===== config.mk =====
export PLATFORM = sky130hd
export DESIGN_NAME = irq_request_latch
export DESIGN_NICKNAME = d
export VERILOG_FILES = /design/src/rtl/irq_pkg.sv /design/src/rtl/irq_sync_edge.sv /design/src/rtl/irq_request_latch.sv
export SDC_FILE = /design/constraint.sdc
export NUM_CORES = 1
export LEC_CHECK = 0
export ABC_AREA = 1
export CAP_MARGIN = 20
export CORE_ASPECT_RATIO = 2
export CORE_UTILIZATION = 40
export DETAILED_ROUTE_END_ITERATION = 10
export PLACE_DENSITY = 0.74
export RECOVER_POWER = 25
export SLEW_MARGIN = 20
export SYNTH_ARGS = -nofsm -noshare
export SYNTH_HDL_FRONTEND = slang
export SYNTH_SLANG_ARGS = --single-unit

===== constraint.sdc =====
create_clock -name clk -period 1.94 [get_ports clk]
set_clock_uncertainty 0.2 [all_clocks]
set_input_delay 0.291 -clock clk [delete_from_list [all_inputs] [get_ports clk]]
set_output_delay 0.291 -clock clk [all_outputs]
set_load 0.03 [all_outputs]

===== src/rtl/irq_pkg.sv =====
// ---------------------------------------------------------------------------
// irq_pkg
// Shared constants and types for the interrupt request latch that sits in
// front of the 8-input priority encoder.
//   IRQ_N      number of request lines (encoder inputs I0..I7)
//   IRQ_IDXW   width of the encoded index (Y2..Y0)
//   irq_vec_t  one bit per request line
//   irq_idx_t  encoded line index
// ---------------------------------------------------------------------------
package irq_pkg;

    localparam int IRQ_N    = 8;
    localparam int IRQ_IDXW = 3;

    typedef logic [IRQ_N-1:0]    irq_vec_t;
    typedef logic [IRQ_IDXW-1:0] irq_idx_t;

endpackage : irq_pkg


===== src/rtl/irq_sync_edge.sv =====
// ---------------------------------------------------------------------------
// irq_sync_edge
// Two-flop synchroniser for one raw request line plus a history flop, with
// the per-line set-event decode (rising edge or level).
// Ports:
//   clk        rising-edge clock
//   rst        synchronous active-high reset (clears s1, s2, prev)
//   raw        asynchronous request line
//   edge_mode  1 = set on rising edge of the synchronised line, 0 = level
//   set_evt    set request for the pending bit of this line
// ---------------------------------------------------------------------------
module irq_sync_edge (
    input  logic clk,
    input  logic rst,
    input  logic raw,
    input  logic edge_mode,
    output logic set_evt
);

    logic s1_reg;
    logic s2_reg;
    logic prev_reg;

    always_ff @(posedge clk) begin
        if (rst) begin
            s1_reg   <= 1'b0;
            s2_reg   <= 1'b0;
            prev_reg <= 1'b0;
        end else begin
            s1_reg   <= raw;
            s2_reg   <= s1_reg;
            prev_reg <= s2_reg;
        end
    end

    // edge_mode is used directly so a mode change affects the very next set
    // decision; prev clears with reset, so a line held high through reset
    // release looks like a fresh rising edge.
    assign set_evt = edge_mode ? (s2_reg & ~prev_reg) : s2_reg;

endmodule : irq_sync_edge


===== src/rtl/irq_request_latch.sv =====
// ---------------------------------------------------------------------------
// irq_request_latch
// Captures synchronised request lines into sticky pending bits, masks them
// and presents the result to the priority encoder. The consumer clears one
// pending bit by acknowledging the encoded index.
// Ports:
//   clk         rising-edge clock
//   rst         synchronous active-high reset
//   irq_in      raw asynchronous request lines
//   edge_sel    per-line mode, 1 = rising-edge capture, 0 = level
//   mask_wr     mask register write strobe
//   mask_wdata  new mask, 1 = line enabled
//   ack         acknowledge strobe
//   ack_idx     index being acknowledged
//   ovf_clr     clear all overflow flags
//   req_out     pending & mask, bit k drives encoder input Ik
//   any_req     OR of req_out
//   pending     raw pending register
//   overflow    sticky per-line overflow flags
// ---------------------------------------------------------------------------
module irq_request_latch
    import irq_pkg::*;
#(
    parameter int N    = IRQ_N,
    parameter int IDXW = IRQ_IDXW
) (
    input  logic            clk,
    input  logic            rst,
    input  logic [N-1:0]    irq_in,
    input  logic [N-1:0]    edge_sel,
    input  logic            mask_wr,
    input  logic [N-1:0]    mask_wdata,
    input  logic            ack,
    input  logic [IDXW-1:0] ack_idx,
    input  logic            ovf_clr,
    output logic [N-1:0]    req_out,
    output logic            any_req,
    output logic [N-1:0]    pending,
    output logic [N-1:0]    overflow
);

    logic [N-1:0] set_evt;
    logic [N-1:0] clr_evt;
    logic [N-1:0] ovf_evt;

    logic [N-1:0] pending_reg;
    logic [N-1:0] pending_next;
    logic [N-1:0] overflow_reg;
    logic [N-1:0] overflow_next;
    logic [N-1:0] mask_reg;
    logic [N-1:0] mask_next;

    for (genvar gi = 0; gi < N; gi++) begin : g_line
        localparam logic [IDXW-1:0] LINE_IDX = IDXW'(gi);

        irq_sync_edge u_sync (
            .clk       (clk),
            .rst       (rst),
            .raw       (irq_in[gi]),
            .edge_mode (edge_sel[gi]),
            .set_evt   (set_evt[gi])
        );

        // Indices with no matching line simply never decode.
        assign clr_evt[gi] = ack & (ack_idx == LINE_IDX);

        // Set has priority over clear so an event arriving with the ack is
        // never lost.
        assign pending_next[gi] = set_evt[gi] | (pending_reg[gi] & ~clr_evt[gi]);

        // A second edge while still pending (and not being acknowledged now)
        // means the consumer missed an event. Level lines re-assert by design
        // and are excluded.
        assign ovf_evt[gi] = edge_sel[gi] & set_evt[gi] & pending_reg[gi] & ~clr_evt[gi];
    end

    // A fresh overflow beats a simultaneous clear.
    assign overflow_next = ovf_evt | (ovf_clr ? '0 : overflow_reg);
    assign mask_next     = mask_wr ? mask_wdata : mask_reg;

    always_ff @(posedge clk) begin
        if (rst) begin
            pending_reg  <= '0;
            overflow_reg <= '0;
            mask_reg     <= '1;
        end else begin
            pending_reg  <= pending_next;
            overflow_reg <= overflow_next;
            mask_reg     <= mask_next;
        end
    end

    // Outputs are purely registered state; irq_in has no combinational path.
    assign req_out  = pending_reg & mask_reg;
    assign any_req  = |req_out;
    assign pending  = pending_reg;
    assign overflow = overflow_reg;

endmodule : irq_request_latch


Word level (Yosys, flattened, before mapping)

Cells that the tools add are included.

Word-level logic and storage cells: 119
Register bits: 48

Bitwise operators: 74
Reduce and logical (&&, ||, !) cells: 2
Multiplexer cells: 9
Equal/unequal tests: 7

Operators with widths:

| cell                                                                   | count |
|---|---|
| 1-bit AND                                                              | 48 |
| 1-bit inverter                                                         | 16 |
| 3-bit equality test (second input constant)                            | 4 |
| 8-bit AND                                                              | 1 |
| 1-bit two-way mux                                                      | 8 |
| 8-bit two-way mux                                                      | 1 |
| 1-bit OR                                                               | 8 |
| 8-bit OR                                                               | 1 |
| 8-bit OR reduction                                                     | 1 |
| 3-bit by 2-bit equality test with 1-bit output (second input constant) | 2 |
| 3-bit by 1-bit equality test with 1-bit output (second input constant) | 1 |
| 3-bit zero test                                                        | 1 |

Logic depth before layout (Yosys ltp)

Depth in word-level cells: 7
Gate-level depth with buffers: 6
Depth with buffers taken out: 6

By module

From an unflattened synthesis, not the netlist that was laid out.

Cells, all modules: 240
Area total of the unflattened synthesis: 1771.7 um^2

By module, submodules not included:

| module            | area an instance (um^2) | times used | cells an instance | sequential area each (um^2) |
|---|---|---|---|---|
| irq_request_latch | 1041.0                  | 1          | 160               | 480.5 |
| irq_sync_edge     | 91.3                    | 8          | 10                | 60.1 |

Worst setup path before layout

Ideal clock, no wire load.

Path type: reg2out
Start: reg pending_reg[6], in the netlist pending[6]
End: out any_req
Slack: 464 ps
Cell stages (with the launch flop): 4
Arrival: 985 ps
Cells stage by stage: dfxtp_1 -> nand2_1 -> nand4_1 -> or2_2

Word-level cells in the longest chain between the ends: 2

Ends and longest elaborated chain:

| element                  | line                    | text |
|---|---|---|
| start: declaration       | irq_request_latch.sv:46 | `logic [N-1:0] pending_reg;` |
| start signal: assignment | irq_request_latch.sv:87 | `pending_reg <= pending_next;` |
| 8-bit AND                | irq_request_latch.sv:94 | `assign req_out = pending_reg & mask_reg;` |
| 8-bit OR reduction       | irq_request_latch.sv:95 | `assign any_req = \|req_out;` |
| end: declaration         | irq_request_latch.sv:37 | `output logic any_req,` |

Every way passes these cells.

Worst setup path after layout

Start: reg pending_reg[3], in the netlist pending[3]
End: out pending[3]

RTL lines:

| element          | line                    | text |
|---|---|---|
| end: declaration | irq_request_latch.sv:38 | `output logic [N-1:0] pending,` |

No word-level cell between the ends.

==> metrics.md <==
| Metric | Value |
|---|---|
| Outcome | complete, no violations |
| Count of cells along the worst register-to-register path | 5 |
| Endpoint arrival time on the critical path | 1410 ps |
| Largest buffer count on any clock path | 2 |
| Yosys warns | 0 |
| Setup slack after layout | around 42 ps |
| Number of clock sinks | 48 |
| Top cells by area, synth | sky130_fd_sc_hd__dfxtp_1 (53%), sky130_fd_sc_hd__nand2_1 (13%), sky130_fd_sc_hd__inv_1 (12%), sky130_fd_sc_hd__nor2_1 (10%), sky130_fd_sc_hd__nand3_1 (3.6%) |
| Netlist area before placement | 0.00180 mm2 |
| Post-synthesis area per instance | 7.04 um2 |
| Critical-path cell list | buf_4, clkdlybuf4s50_1 |
| Syn nets | 288 |
| Share of Yosys cell area claimed by the top area cell type | 53.3% |
| Kind of end point of the critical path | output pin |
| Sequential-to-total area share from yosys stat | 53.3% |
| Area share of and/or/nand/nor cells after synthesis | 28.7% |
| Pin count of the biggest net entering global routing | 36 |
| Compound-gate portion of the synthesized area | 4.44% |
| Width of the die | approximately 49 um |
| Endpoint of the most critical register-to-register path | overflow[6] |
| Cell type with the largest total area after synthesis | sky130_fd_sc_hd__dfxtp_1 |
| Critical path data required time | 1450 ps |
| WL/cell | 10.3 um |
| R2R Path Start | pending[6] |
| Detailed-route via count | 1645 |
| Via count of the first global-routing pass | 1510 |
| Register bit total from synthesis | 48 |
| Remaining antenna violation count after routing | 0 |
| Endpoints failing setup | 0 |
| Residual DRC count | 0 |
| Final min period | 1900 ps |
| Crit path max-delay cell type | sky130_fd_sc_hd__clkdlybuf4s50_1 |
| Total number of H-tree levels | 2 |
| Count of different cell masters after synthesis | 12 |
| Power per standard cell area | roughly 750 mW/mm2 |
| Classification of the worst-slack hold path | reg2reg |
| Final Wtd Congestion | 0.798 |
| Clock root buffer | sky130_fd_sc_hd__clkbuf_8 |
| Worst ir drop on vdd | 0.518 mV |
| RSZ-0062 raised after global routing | no |
| Number of antenna repair diodes | 0 |
| Hold-critical path depth | 2 |
| Vias per inst | 4.40 |
| Sum of routed wire length over all layers | 3860 um |
| GRT Overall Usage | 18.1% |
| Boundary pin count | 57 |
| Standard-cell row count | 34 |
| Clock network latency to the later pin of the worst-skew pair | 300 ps |
| Largest family of logic cells by synthesized area | simple AND/OR/NAND/NOR gates |
| Maximum single-stage delay on the critical path | around 660 ps |
| Worst slack after detailed placement | around 26 ps |
| Initial standard-cell utilization of the core | 41.5% |
| MaxCap Viol Count | 0 |
| Floorplan die height | 96.9 um |
| Post-synthesis mux area share | 0% |
| Total negative setup slack | 0 ps |
| Detailed Place HPWL | 2960 um |
| Syn Inst Count | 256 |
| Overflow after GRT | 0 |
| Buffers added on ports | 56 |
| Final slew viol count | 0 |
| Layout overhead on the synthesized area | 40.9% |
| CORE AREA | 0.00434 mm2 |
| Peak Freq | between 500 and 600 MHz |
| Hold Path Origin | g_line[5].u_sync.s1_reg |
| First-pass GRT wire length | around 6500 um |
| Clk slew on worst S/H paths | about 80 ps |
| Launching element type of the critical path | register |
| Total clock buffers created by CTS | 5 |
| Reg-to-reg slack, setup | ~900 ps |
| Worst path bufs/invs | 2 |
| Total die area | 0.00479 mm2 |
| Total Nets Final | 351 |
| Worst max-slew margin expressed relative to the limit | 56.4% |
| Clock tree from TritonCTS | done |
| Min-Delay Endpoint | g_line[5].u_sync.s2_reg |
| Final hold violation count | 0 |
| Initial antenna violation count | 0 |
| Worst-path maximum fanout | 3 |
| Ratio of cells with drive above 1 in the final layout | 4.69% |
| Static Leakage | 0.00125 uW |
| XOR/XNOR Fraction of Synth Area | 0% |
| DR iter-0 viols | 32 |
| Adder-cell share of the synthesized area | 0% |
| Pre-Repair DR Iteration Count | 4 |
| Critical path start-end classification | reg2out |
| Cell class contributing the biggest share of worst-path delay | buffers and inverters |
| Fin crit share | 97.9% |
| Actual slew at the worst max-slew pin | between 600 and 700 ps |
==> placed cells by master, fill, tap and decap left out <==
| cell | Yosys | layout |
|---|---|---|
| sky130_fd_sc_hd__buf_2 | 5 | 1 |
| sky130_fd_sc_hd__buf_4 | 0 | 5 |
| sky130_fd_sc_hd__clkdlybuf4s50_1 | 0 | 44 |
| sky130_fd_sc_hd__o21ai_0 | 4 | 4 |
| sky130_fd_sc_hd__inv_1 | 56 | 56 |
| sky130_fd_sc_hd__or2_2 | 1 | 1 |
| sky130_fd_sc_hd__clkbuf_2 | 0 | 1 |
| sky130_fd_sc_hd__inv_2 | 1 | 1 |
| sky130_fd_sc_hd__nor2_1 | 49 | 49 |
| sky130_fd_sc_hd__dlygate4sd3_1 | 0 | 1 |
| sky130_fd_sc_hd__a21oi_1 | 12 | 12 |
| sky130_fd_sc_hd__nand3_1 | 13 | 13 |
| sky130_fd_sc_hd__clkbuf_8 | 0 | 6 |
| sky130_fd_sc_hd__dlymetal6s2s_1 | 0 | 6 |
| sky130_fd_sc_hd__nand2_1 | 60 | 60 |
| sky130_fd_sc_hd__dlygate4sd2_1 | 0 | 4 |
| sky130_fd_sc_hd__nand4_1 | 6 | 6 |
| sky130_fd_sc_hd__dfxtp_1 | 48 | 48 |
| sky130_fd_sc_hd__clkbuf_1 | 1 | 2 |
==> cell type report <==
type	instances	area [um2]
clock buffer	8	90.1
fill	419	1800
inverter	57	214
multi-input combinational	145	598
sequential	48	961
tap	54	67.6
timing repair buffer	62	608
==> per-stage QoR <==
stage | std cells | total power, uW | utilization, % | area (um2) | hold slack [ps]
2_1_floorplan | 256 | 1200 | - | 1800 | 188
3_3_place_gp | 366 | 1340 | 56.7 | 2460 | 190
3_5_place_dp | 366 | 1340 | 56.7 | 2460 | 193
4_1_cts | 374 | 1930 | 58.7 | 2540 | 201
5_1_grt | 374 | 1990 | 58.5 | 2540 | 220
6_report | 374 | 1900 | 58.5 | 2540 | 203
==> per-layer routing <==
layer / vias to the layer above / GRT usage, % / part of all wire, %
met5: - / 0 / 0
met4: 0 / 11.0 / 3.3
met3: 11 / 4.56 / 4.2
met2: 43 / 31.9 / 53
met1: 714 / 18.3 / 39
li1: 877 / - / -
==> how the worst max path moves through the flow <==
stage | startpoint | depth (start not counted) | end | slack [ps]
3_3_place_gp | pending[0] | 4 | any_req | 50
2_1_floorplan | pending[6] | 3 | any_req | 460
3_5_place_dp | pending[0] | 4 | any_req | 30
4_1_cts | pending[0] | 4 | any_req | 6
5_1_grt | pending[3] | 2 | pending[3] | 9
6_report | pending[3] | 2 | pending[3] | 40
==> worst register-to-register path: stages (launching register included) <==
cell	delay (ps)
sky130_fd_sc_hd__dfxtp_1	330
sky130_fd_sc_hd__buf_4	120
sky130_fd_sc_hd__nand4_1	90
sky130_fd_sc_hd__nor2_1	110
sky130_fd_sc_hd__nor2_1	50
sky130_fd_sc_hd__nor2_1	70
==> power breakdown <==
part           switching [uW]  internal (uW)
combinational             137            123
sequential               20.6           1030
clock                     304            291
total                     462           1440
==> synth_stat cells <==
library cell	n
sky130_fd_sc_hd__nand3_1	13
sky130_fd_sc_hd__inv_1	56
sky130_fd_sc_hd__buf_2	5
sky130_fd_sc_hd__a21oi_1	12
sky130_fd_sc_hd__o21ai_0	4
sky130_fd_sc_hd__nand4_1	6
sky130_fd_sc_hd__nor2_1	49
sky130_fd_sc_hd__dfxtp_1	48
sky130_fd_sc_hd__clkbuf_1	1
sky130_fd_sc_hd__inv_2	1
sky130_fd_sc_hd__or2_2	1
sky130_fd_sc_hd__nand2_1	60
==> repair_timing <==
action / CTS / global route
hold buffers: 0 / 0
setup endpoints to repair: 5 / 7
resized for setup: 7 / 8
buffers inserted: 0 / 0
==> kinds of logic after synthesis <==
family                 count (synthesis)
DFF                                   48
buffers and inverters                 63
AOI/OAI and AO/OA                     16
and+or+nand+nor                      129
Power figures use the tool's default switching activity.
